<file path="src/rtl/ahb_pkg.sv">
// AHB-Lite bus constants and the pipeline slot record shared by the command master.
// Latency: none (declarations and pure helper functions only).
// Backpressure: not applicable.
package ahb_pkg;

  localparam logic [1:0] HTRANS_IDLE   = 2'b00;
  localparam logic [1:0] HTRANS_NONSEQ = 2'b10;

  localparam logic [2:0] HSIZE_BYTE = 3'b000;
  localparam logic [2:0] HSIZE_HALF = 3'b001;
  localparam logic [2:0] HSIZE_WORD = 3'b010;

  localparam logic [2:0] HBURST_SINGLE = 3'b000;
  localparam logic [3:0] HPROT_DEFAULT = 4'b0011;

  // One command's bookkeeping while it sits in the address or data phase.
  typedef struct packed {
    logic       valid;
    logic       write;
    logic [1:0] size;
    logic [1:0] addr_lo;
    logic       cancelled;
    logic       misaligned;
  } slot_t;

  // Size code 3 has no wider transfer behind it, so it is handled as a word.
  function automatic logic [1:0] norm_size(input logic [1:0] size);
    return (size == 2'd3) ? 2'd2 : size;
  endfunction

  // Halfwords need addr[0]=0, words need addr[1:0]=0; bytes are always aligned.
  function automatic logic is_misaligned(input logic [1:0] size, input logic [1:0] addr_lo);
    logic mis;
    mis = 1'b0;
    case (size)
      2'd1:    mis = addr_lo[0];
      2'd2:    mis = (addr_lo != 2'b00);
      default: mis = 1'b0;
    endcase
    return mis;
  endfunction

endpackage

</file>
<file path="src/rtl/ahb_lane_align.sv">
// Byte-lane steering: replicates write data across lanes and extracts/zero-extends read data.
// Latency: purely combinational.
// Backpressure: none; follows whatever slot drives it.
module ahb_lane_align
  import ahb_pkg::*;
(
  input  logic [1:0]  wr_size_i,
  input  logic [31:0] wr_data_i,
  output logic [31:0] wr_lanes_o,
  input  logic [1:0]  rd_size_i,
  input  logic [1:0]  rd_addr_lo_i,
  input  logic [31:0] rd_lanes_i,
  output logic [31:0] rd_data_o
);

  // Replicate narrow write data so the slave finds it on whichever lane the address selects.
  always_comb begin
    wr_lanes_o = wr_data_i;
    case ({1'b0, wr_size_i})
      HSIZE_BYTE: wr_lanes_o = {4{wr_data_i[7:0]}};
      HSIZE_HALF: wr_lanes_o = {2{wr_data_i[15:0]}};
      HSIZE_WORD: wr_lanes_o = wr_data_i;
      default:    wr_lanes_o = wr_data_i;
    endcase
  end

  // Pull the addressed lane down to bit 0 and clear everything above it.
  always_comb begin
    rd_data_o = rd_lanes_i;
    case ({1'b0, rd_size_i})
      HSIZE_BYTE: rd_data_o = {24'd0, rd_lanes_i[{rd_addr_lo_i, 3'b000} +: 8]};
      HSIZE_HALF: rd_data_o = {16'd0, (rd_addr_lo_i[1] ? rd_lanes_i[31:16] : rd_lanes_i[15:0])};
      HSIZE_WORD: rd_data_o = rd_lanes_i;
      default:    rd_data_o = rd_lanes_i;
    endcase
  end

endmodule

</file>
<file path="src/rtl/ahb_cmd_master.sv">
// Single-master AHB-Lite initiator: valid/ready commands in, SINGLE transfers out, one in-order response each.
// Latency: accept at edge k -> NONSEQ cycle k+1 -> data phase k+2 -> rsp_valid k+3; one command per cycle sustained.
// Backpressure: cmd_ready = HREADY && !err_first; optional misalignment trap under AHB_MASTER_ALIGN_CHECK_EN.
module ahb_cmd_master
  import ahb_pkg::*;
(
  input  logic        HCLK,
  input  logic        HRESETn,
  input  logic        cmd_valid,
  output logic        cmd_ready,
  input  logic [31:0] cmd_addr,
  input  logic        cmd_write,
  input  logic [1:0]  cmd_size,
  input  logic [31:0] cmd_wdata,
  output logic        rsp_valid,
  output logic [31:0] rsp_rdata,
  output logic        rsp_error,
  output logic [31:0] HADDR,
  output logic [1:0]  HTRANS,
  output logic        HWRITE,
  output logic [2:0]  HSIZE,
  output logic [2:0]  HBURST,
  output logic [3:0]  HPROT,
  output logic        HMASTLOCK,
  output logic [31:0] HWDATA,
  input  logic [31:0] HRDATA,
  input  logic        HREADY,
  input  logic        HRESP
);

  // Address-phase registers (what the bus sees now) plus the write data waiting for its data phase.
  logic [31:0] haddr_q, haddr_d;
  logic [1:0]  htrans_q, htrans_d;
  logic        hwrite_q, hwrite_d;
  logic [2:0]  hsize_q, hsize_d;
  logic [31:0] wdata_q, wdata_d;
  slot_t       ap_q, ap_d;

  // Data-phase slot and the lane-steered write data driven during it.
  slot_t       dp_q, dp_d;
  logic [31:0] hwdata_q, hwdata_d;

  // Set by the first cycle of an ERROR response; blocks new commands until the error fallout drains.
  logic        err_q, err_d;

  logic        rsp_valid_q, rsp_valid_d;
  logic        rsp_error_q, rsp_error_d;
  logic [31:0] rsp_rdata_q, rsp_rdata_d;

  logic [1:0]  cmd_size_n;
  logic        cmd_mis;
  logic        accept;
  logic        dp_done;
  logic [31:0] wr_lanes;
  logic [31:0] rd_data;

  assign cmd_ready  = HREADY && !err_q;
  assign accept     = cmd_valid && cmd_ready;
  assign cmd_size_n = norm_size(cmd_size);
  assign dp_done    = HREADY && dp_q.valid;

`ifdef AHB_MASTER_ALIGN_CHECK_EN
  assign cmd_mis = is_misaligned(cmd_size_n, cmd_addr[1:0]);
`else
  assign cmd_mis = 1'b0;
`endif

  ahb_lane_align u_lane_align (
    .wr_size_i    (ap_q.size),
    .wr_data_i    (wdata_q),
    .wr_lanes_o   (wr_lanes),
    .rd_size_i    (dp_q.size),
    .rd_addr_lo_i (dp_q.addr_lo),
    .rd_lanes_i   (HRDATA),
    .rd_data_o    (rd_data)
  );

  // Address phase: load on HREADY, otherwise hold, except that an error's first cycle kills the pending NONSEQ.
  always_comb begin
    haddr_d  = haddr_q;
    htrans_d = htrans_q;
    hwrite_d = hwrite_q;
    hsize_d  = hsize_q;
    wdata_d  = wdata_q;
    ap_d     = ap_q;
    if (HREADY) begin
      if (accept) begin
        haddr_d         = cmd_addr;
        hwrite_d        = cmd_write;
        hsize_d         = {1'b0, cmd_size_n};
        wdata_d         = cmd_wdata;
        // A trapped misaligned command still owns the slot so its response stays in order.
        htrans_d        = cmd_mis ? HTRANS_IDLE : HTRANS_NONSEQ;
        ap_d.valid      = 1'b1;
        ap_d.write      = cmd_write;
        ap_d.size       = cmd_size_n;
        ap_d.addr_lo    = cmd_addr[1:0];
        ap_d.cancelled  = 1'b0;
        ap_d.misaligned = cmd_mis;
      end else begin
        htrans_d = HTRANS_IDLE;
        ap_d     = '0;
      end
    end else if (HRESP && dp_q.valid && ap_q.valid) begin
      htrans_d       = HTRANS_IDLE;
      ap_d.cancelled = 1'b1;
    end
  end

  // Data phase: every occupied address slot advances on HREADY; HWDATA only changes for real writes.
  always_comb begin
    dp_d     = dp_q;
    hwdata_d = hwdata_q;
    if (HREADY) begin
      dp_d = ap_q;
      if (htrans_q == HTRANS_NONSEQ && hwrite_q) begin
        hwdata_d = wr_lanes;
      end
    end
  end

  // Response: one registered pulse per completed slot; error data is forced to zero.
  always_comb begin
    rsp_valid_d = dp_done;
    rsp_error_d = dp_done && (HRESP || dp_q.cancelled || dp_q.misaligned);
    rsp_rdata_d = 32'd0;
    if (dp_done && !dp_q.write && !rsp_error_d) begin
      rsp_rdata_d = rd_data;
    end
  end

  // Error hold: set on HRESP with HREADY low, released once no cancelled command is left behind it.
  always_comb begin
    err_d = err_q;
    if (!HREADY && HRESP && dp_q.valid) begin
      err_d = 1'b1;
    end else if (HREADY && err_q && !ap_q.valid) begin
      err_d = 1'b0;
    end
  end

  // State registers; reset drops any in-flight commands without a response.
  always_ff @(posedge HCLK or negedge HRESETn) begin
    if (!HRESETn) begin
      haddr_q     <= 32'd0;
      htrans_q    <= HTRANS_IDLE;
      hwrite_q    <= 1'b0;
      hsize_q     <= 3'd0;
      wdata_q     <= 32'd0;
      ap_q        <= '0;
      dp_q        <= '0;
      hwdata_q    <= 32'd0;
      err_q       <= 1'b0;
      rsp_valid_q <= 1'b0;
      rsp_error_q <= 1'b0;
      rsp_rdata_q <= 32'd0;
    end else begin
      haddr_q     <= haddr_d;
      htrans_q    <= htrans_d;
      hwrite_q    <= hwrite_d;
      hsize_q     <= hsize_d;
      wdata_q     <= wdata_d;
      ap_q        <= ap_d;
      dp_q        <= dp_d;
      hwdata_q    <= hwdata_d;
      err_q       <= err_d;
      rsp_valid_q <= rsp_valid_d;
      rsp_error_q <= rsp_error_d;
      rsp_rdata_q <= rsp_rdata_d;
    end
  end

  assign HADDR     = haddr_q;
  assign HTRANS    = htrans_q;
  assign HWRITE    = hwrite_q;
  assign HSIZE     = hsize_q;
  assign HBURST    = HBURST_SINGLE;
  assign HPROT     = HPROT_DEFAULT;
  assign HMASTLOCK = 1'b0;
  assign HWDATA    = hwdata_q;

  assign rsp_valid = rsp_valid_q;
  assign rsp_error = rsp_error_q;
  assign rsp_rdata = rsp_rdata_q;

endmodule

</file>
<file path="config.mk">
export PLATFORM = sky130hd
export DESIGN_NAME = ahb_cmd_master
export DESIGN_NICKNAME = d
export VERILOG_FILES = /design/src/rtl/ahb_pkg.sv /design/src/rtl/ahb_lane_align.sv /design/src/rtl/ahb_cmd_master.sv
export SDC_FILE = /design/constraint.sdc
export NUM_CORES = 1
export LEC_CHECK = 0
export BUFFER_PORTS_ARGS = -buffer_cell sky130_fd_sc_hd__buf_2
export CELL_PAD_IN_SITES_DETAIL_PLACEMENT = 2
export CELL_PAD_IN_SITES_GLOBAL_PLACEMENT = 2
export CORE_MARGIN = 5
export CORE_UTILIZATION = 32
export CTS_CLUSTER_DIAMETER = 120
export DETAILED_ROUTE_END_ITERATION = 8
export GPL_ROUTABILITY_DRIVEN = 0
export MAX_ROUTING_LAYER = met4
export PLACE_DENSITY = 0.88
export SETUP_SLACK_MARGIN = 0.05
export SLEW_MARGIN = 20
export SYNTH_ARGS = -nofsm -noshare
export SYNTH_HDL_FRONTEND = slang
export SYNTH_SLANG_ARGS = --single-unit
</file>
<file path="constraint.sdc">
create_clock -name HCLK -period 3.6 [get_ports HCLK]
set_clock_uncertainty 0.1 [all_clocks]
set_input_delay 0.36 -clock HCLK [delete_from_list [all_inputs] [get_ports HCLK]]
set_output_delay 0.36 -clock HCLK [all_outputs]
set_load 0.01 [all_outputs]
</file>
==> results.md, run 1 <==
* Cell count after synthesis at 624
* Setup TNS at 0 ps
* Worst path max stage delay at 830 ps
* CTS resizes at 0
* Count of input and output buffers at between 200 and 250
* Power, Total at approximately 0.0053 W
* Post-CTS Setup Inserts at 0
* Total grt overflow at 0
* R2R cell count at 4
* Power density over the cells at 664 nW/µm²
* Startpoint Class: flip-flop
* DIE AREA at ~22000 µm²
* Post-route ant nets at 0
* Clock latency on the worst-skew pair at 410 ps
* Hold Violations, Final at 0
* Power Internal at about 0.0036 W
* Clk buf depth at 2
* Worst-path fanout max at 23
* Core box area at around 19000 µm²
* Worst r2r dst: rsp_rdata[14]
* Final WL at roughly 21 mm
* CTS buffer count at 17
* Worst EP required at 3800 ps
* DR iter-0 viols at 213
* Chip width at around 150 µm
* Hpwl dp at roughly 16 mm
* F_max at 444 MHz
* Clock transition at path regs at ~60 ps
* P_sw at 0.00169 W
* Clock share of power at ~34%
* Sequential share of the synthesized area at 59.9%
* Hold Path Depth at 3
* H-tree depth at 4
* Final Util at 41.6%
* Layout cell share with drive strength beyond 1 at 32.5%
* # Max-Cap Violations at 0
* Clock root buffer: clkbuf_16
* Slew margin rel. at 46.0%
* Reg2Reg Setup Slack at 1350 ps
* Fin area at 8040 µm²
* Most common cell after layout, fill and taps aside: nand2_1
* Largest net degree at the start of global routing at 83
* Hold Path Class: in -> reg
* Final setup violation count at 0
* Vias in the first global route at 6050
* Initial Utilization at 32.2%
* Crit share post-route at 62.5%
* Status: finished clean
* Multi-input logic area at roughly 2200 µm²
* DRT Pass-1 Iters at 5
* Setup crit end kind: flip-flop
* Gr usage total at 19.6%
* CP Cell Sequence: nor2b_1, a22o_1, a22oi_1, nor2_1
* Switching Fraction at 31.8%
* Commonest non-fill, non-tap cells in the layout: nand2_1 (231), buf_2 (205), dfrtp_1 (149), o21ai_0 (34), mux2i_1 (24)
* Area delta synth->final at 29.1%
* IO Count at 217
* # fillers at around 2.2k
* Syn_area_per_cell at 9.98 µm²
* Nets at 925
* Post-place instance area at 7430 µm²
* Critical Path Source: dp_q[3]
* First-pass GRT wire length at between 30 and 40 mm
* Final worst slack at 1350 ps
* Leakage at 4.39 nW
* Initial antenna violation count at 2
* # clock sinks at between 100 and 150
* Die Y at 150 µm
* Mean routed wirelength per cell at 19.3 µm
* Power share of the sequential group at 43.9%
* RSZ-0062 raised after global routing: no
* Final slew viol count at 0
* CP arrival at around 2500 ps
* Cell Area, Synth at 6230 µm²
* Worst Hold Path EP: wdata_q[12]
* Kind of critical path: reg -> reg
* Place WS at 1350 ps
* Comb power frac at ~22%
* Post-route DRC at 0
* Vias/cell at 4.77
* Tmin final at around 2200 ps
* Number of synthesized register bits at between 100 and 150
* Ys Warns at 0
* Row cnt at 51
* CTS tree: yes
* Reg-to-reg critical path startpoint: dp_q[3]
* Hold Startpoint: cmd_wdata[12]
* Worst vdd ir at 0.309 mV
* FF+latch area at about 3700 µm²
* Slew of the pin with the lowest slew margin at 810 ps
* Crit path max-delay cell type: dfrtp_1
* Post-synth cell types at 33
* Total number of vias at ~5.2k
[routing by layer]
| metal | share of wire, % | global-route usage, % |
|---|---|---|
| met1 | 40 | 22.2 |
| met2 | 52 | 34.6 |
| met3 | 6.3 | 5.27 |
| met4 | 1.1 | 4.85 |
| met5 | 0 | - |
[metrics by stage]
stage / cells / hold slack (ps)
after global placement: 1066 / 353
after floorplan: 632 / -35.6
after global routing: 1098 / 20.7
final: 1098 / 33.1
after detailed placement: 1066 / 365
after CTS: 1096 / 15.5
[cells in the mapped netlist]
cell type  instances  area share, %
inv_1             12           0.72
a222oi_1           3           0.48
nor2_4             1           0.18
dfrtp_1          149             60
o21ai_1            3           0.24
mux2i_1           24            3.9
and2_4             1           0.14
nand2b_4           1           0.22
mux2_2            18            3.3
buf_4             12            1.4
nor2b_1            6           0.60
o21a_1             1           0.12
a21oi_1           14            1.1
o21ai_0           34            2.7
clkbuf_2           1          0.080
conb_1             2           0.12
nand3_1            2           0.16
a21o_1            10            1.2
and3_1             1           0.10
a22oi_1           13            1.6
a31o_1             1           0.14
nand2_1          232             14
nor2b_4            1           0.22
buf_2             21            1.7
nor2_2             1           0.10
nor2_1            19            1.1
and2_1            18            1.8
a22o_1             4           0.56
nor3_1             1          0.080
buf_6              5           0.90
nand3b_1           5           0.60
nor3b_1            1           0.12
clkbuf_1           7           0.42
[worst max-delay path: cells and delay by family (launching register included)]
kind,cells,cell delay (ps)
and+or+nand+nor,2,900
AOI/OAI and AO/OA,2,310
DFF,1,830
[layout make-up]
| type | instances | share of cell area [%] |
|---|---|---|
| diodes | 2 | 0.0623 |
| well taps | 265 | 4.12 |
| clock inverters | 7 | 1.20 |
| inverters | 12 | 0.560 |
| flip-flops and latches | 149 | 46.4 |
| multi-input cells | 425 | 27.5 |
| clock buffers | 22 | 6.15 |
| repair buffers | 216 | 14.0 |
[flip-flops by register name, indices dropped and copies added, names as in the netlist]
signal / count
rsp_error: 1
HWRITE: 1
err_q: 1
HTRANS: 1
HWDATA: 32
ap_q: 7
HADDR: 32
HSIZE: 2
rsp_valid: 1
dp_q: 7
wdata_q: 32
rsp_rdata: 32
[what timing repair did]
action / CTS / global route
endpoints found under the setup margin: 0 / 0
hold buffers: 1 / 0
hold endpoints to repair: 80 / 0
[cells by family (layout without fill, tap and decap cells)]
group	after synthesis	in the layout	synth area share (%)
AND/OR/NAND/NOR	290	290	19.5
flip-flops	149	149	59.9
AO/OA/AOI/OAI	83	83	8.18
buffers and inverters	58	257	5.26
multiplexers	42	42	7.11
other	2	12	0.121
[worst max-delay path by stage]
stage / endpoint / slack (ps) / depth (start not counted)
after global routing: rsp_rdata[5] / 1240 / 4
after detailed placement: HWDATA[24] / 1350 / 5
after CTS: rsp_rdata[5] / 1320 / 4
after global placement: HWDATA[27] / 1420 / 5
after floorplan: HWDATA[6] / 2090 / 5
final: rsp_rdata[14] / 1350 / 4
[power groups by stage]
stage                     logic [W]  clock network [W]  registers, W
after floorplan            0.000531                  0       0.00240
after global routing        0.00133            0.00193       0.00239
after detailed placement    0.00121                  0       0.00237
final                       0.00119            0.00180       0.00234
after CTS                   0.00122            0.00184       0.00235
after global placement      0.00114                  0       0.00235
(Power assumes the default switching activity.)
==> run 2: changes to the inputs <==
--- a/config.mk
+++ b/config.mk
@@ -9,12 +9,12 @@
 export CELL_PAD_IN_SITES_DETAIL_PLACEMENT = 2
 export CELL_PAD_IN_SITES_GLOBAL_PLACEMENT = 2
 export CORE_MARGIN = 5
-export CORE_UTILIZATION = 32
+export CORE_UTILIZATION = 30
 export CTS_CLUSTER_DIAMETER = 120
 export DETAILED_ROUTE_END_ITERATION = 8
 export GPL_ROUTABILITY_DRIVEN = 0
 export MAX_ROUTING_LAYER = met4
-export PLACE_DENSITY = 0.88
+export PLACE_DENSITY = 0.83
 export SETUP_SLACK_MARGIN = 0.05
 export SLEW_MARGIN = 20
 export SYNTH_ARGS = -nofsm -noshare
==> constraint.sdc (replaced) <==
create_clock -name HCLK -period 2.2 [get_ports HCLK]
set_clock_uncertainty 0.1 [all_clocks]
set_input_delay 0.22 -clock HCLK [delete_from_list [all_inputs] [get_ports HCLK]]
set_output_delay 0.22 -clock HCLK [all_outputs]
set_load 0.01 [all_outputs]
==> run 2 against run 1 <==
Against the previous run: worst setup slack got worse by 1000 ps; critical path type unchanged; count of clock-buffer cells in the layout decreased by 4; critical path depth unchanged; sequential share of layout area is 5.2 points lower; combinational power up 84%; worst hold slack got worse by 8.2 ps; power increased by 75%; flip-flop and latch count stayed put; wire length increased by 18%.
==> results.md, run 2 (synthesized netlist as in run 1, its figures left out) <==
* Post-route ant nets at 0 (unchanged)
* Post-route DRC at 0 (unchanged)
* CTS buffer count at 17 (unchanged)
* Vias in the first global route at 6707 (+11%)
* Hold Path Class: in -> reg
* # fillers at 2136 (-0.70%)
* RSZ-0062 raised after global routing: no
* # clock sinks at 149 (unchanged)
* Crit path max-delay cell type: nor2b_1
* Worst hold slack at 24.9 ps (-8.20 ps)
* Worst EP required at 2440 ps (-1360 ps)
* DR iter-0 viols at 189 (-11%)
* DRT Pass-1 Iters at 4 (-1)
* Kind of critical path: reg -> reg
* Slew of the pin with the lowest slew margin at 714 ps (-95.8 ps)
* Startpoint Class: flip-flop
* DIE AREA at 23700 µm² (+6.2%)
* CP arrival at 2100 ps (-350 ps)
* CTS tree: yes
* Largest net degree at the start of global routing at 68 (-18%)
* Final slew viol count at 0 (unchanged)
* Final worst slack at 335 ps (-1020 ps)
* Chip width at 154 µm (+3.1%)
* CTS resizes at 0 (unchanged)
* Total number of vias at 5670 (+8.3%)
* Row cnt at 52 (+2.0%)
* Die Y at 154 µm (+3.1%)
* Antenna Cells at 0 (-2)
* Initial antenna violation count at 0 (-2)
* H-tree depth at 4 (unchanged)
* Clock transition at path regs at 70 ps (about the same)
* Crit path max-delay family: simple AND/OR/NAND/NOR gates
* Setup TNS at 0 ps (unchanged)
* Power density over the cells at 1030 nW/µm² (+56%)
* Hold Violations, Final at 0 (unchanged)
* Nets at 1019 (+10%)
* Fin area at 9050 µm² (+13%)
* Worst path max stage delay at 590 ps (-240 ps)
* First-pass GRT wire length at 39.2 mm (+18%)
* Place WS at 466 ps (-883 ps)
* Clock latency on the worst-skew pair at 420 ps (about the same)
* Initial Utilization at 30.6% (-1.6 points)
* Setup crit end kind: flip-flop
* Status: finished clean
* Final setup violation count at 0 (unchanged)
* F_max at 536 MHz (+21%)
* Vias/cell at 4.73 (-0.77%)
* Core box area at 20400 µm² (+5.3%)
* IO Count at 217 (unchanged)
* Most common cell after layout, fill and taps aside: nand2_1
* Tmin final at 1870 ps (-385 ps)
* CTS Hold Buffers Added at 87 (+86)
* Commonest non-fill, non-tap cells in the layout: nand2_1 (231), buf_2 (205), dfrtp_1 (149), dlygate4sd3_1 (87), o21ai_0 (34)
* Crit share post-route at 84.8% (+22 points)
* Hpwl dp at 15.2 mm (-2.5%)
* Post-place instance area at 7520 µm² (+1.2%)
* Leakage at 4.83 nW (+9.9%)
* Clock root buffer: clkbuf_16
* Worst-path fanout max at 10 (-57%)
* Total grt overflow at 0 (unchanged)
* Worst vdd ir at 0.535 mV (+73%)
* Count of input and output buffers at 206 (unchanged)
* Clk buf depth at 2 (unchanged)
* Slew margin rel. at 52.4% (+6.4 points)
* Mean routed wirelength per cell at 20.9 µm (+8.4%)
* Area delta synth->final at 45.3%
* # Max-Cap Violations at 0 (unchanged)
* Gr usage total at 21.7% (+2.1 points)
* Layout cell share with drive strength beyond 1 at 30.2% (-2.3 points)
* CP Cell Sequence: nor2b_1, and2_4, a222oi_1, nor2_1
* CP bufs+invs at 0 (unchanged)
* Post-CTS Setup Inserts at 0 (unchanged)
* Final WL at 25.1 mm (+18%)
## run 2: cell count changes in the layout (fill, tap and decap cells not counted), moves of 2 or more
| cell | previous run | this run |
|---|---|---|
| buf_12 | 1 | 3 |
| diode_2 | 2 | 0 |
| dlygate4sd3_1 | 1 | 87 |
| inv_6 | 1 | 3 |
| buf_4 | 8 | 14 |
| clkbuf_8 | 5 | 0 |
| bufinv_16 | 2 | 5 |
## run 2: where the power goes
part | switching [W] | leakage (nW) | internal (W)
combinational | 0.00127 | 2.59 | 0.000927
clock | 0.00129 | 0.309 | 0.00203
sequential | 0.000487 | 1.92 | 0.00335
## run 2: worst paths after layout
| kind | startpoint | to | slack, ps | depth (start not counted) |
|---|---|---|---|---|
| hold reg to reg | HADDR[24] | HADDR[24] | 380 | 2 |
| max in group asynchronous | HRESETn | rsp_rdata[11] | 1080 | 3 |
| setup reg to reg | dp_q[3] | rsp_rdata[2] | 330 | 4 |
| min in group asynchronous | HRESETn | HADDR[3] | 210 | 2 |
| hold / removal | HRDATA[10] | rsp_rdata[10] | 20 | 3 |
| setup / recovery | dp_q[3] | rsp_rdata[2] | 330 | 4 |
## run 2: layout make-up
cell class                      count  area (µm²)  share of cell area (%)
Clock buffer                       18         429                    4.74
Clock inverter                     14         224                    2.48
Inverter                           12        45.0                   0.498
Multi-Input combinational cell    425        2210                    24.4
Sequential cell                   149        3730                    41.2
Tap cell                          270         338                    3.73
Timing Repair Buffer              310        2070                    22.9
## run 2: per-layer routing
layer	wire length, µm	GRT usage (%)	part of all wire (%)	up-vias
li1	-	-	-	2579
met1	10100	24.5	40	2878
met2	13500	39.4	54	180
met3	1100	4.13	4.4	33
met4	403	5.89	1.6	0
met5	0	-	0	-
## run 2: worst min-delay path, stage by stage
cell	delay (ps)
buf_2	110
a22oi_1	80
nor2_1	90
## run 2: metrics by stage
| stage | util, % | instances | total power [W] |
|---|---|---|---|
| global route | 44.4 | 1198 | 0.00983 |
| detailed placement | 37.0 | 1079 | 0.00587 |
| global placement | 37.0 | 1079 | 0.00574 |
| floorplan | - | 632 | 0.00479 |
| CTS | 44.4 | 1198 | 0.00935 |
| finish | 44.4 | 1198 | 0.00935 |
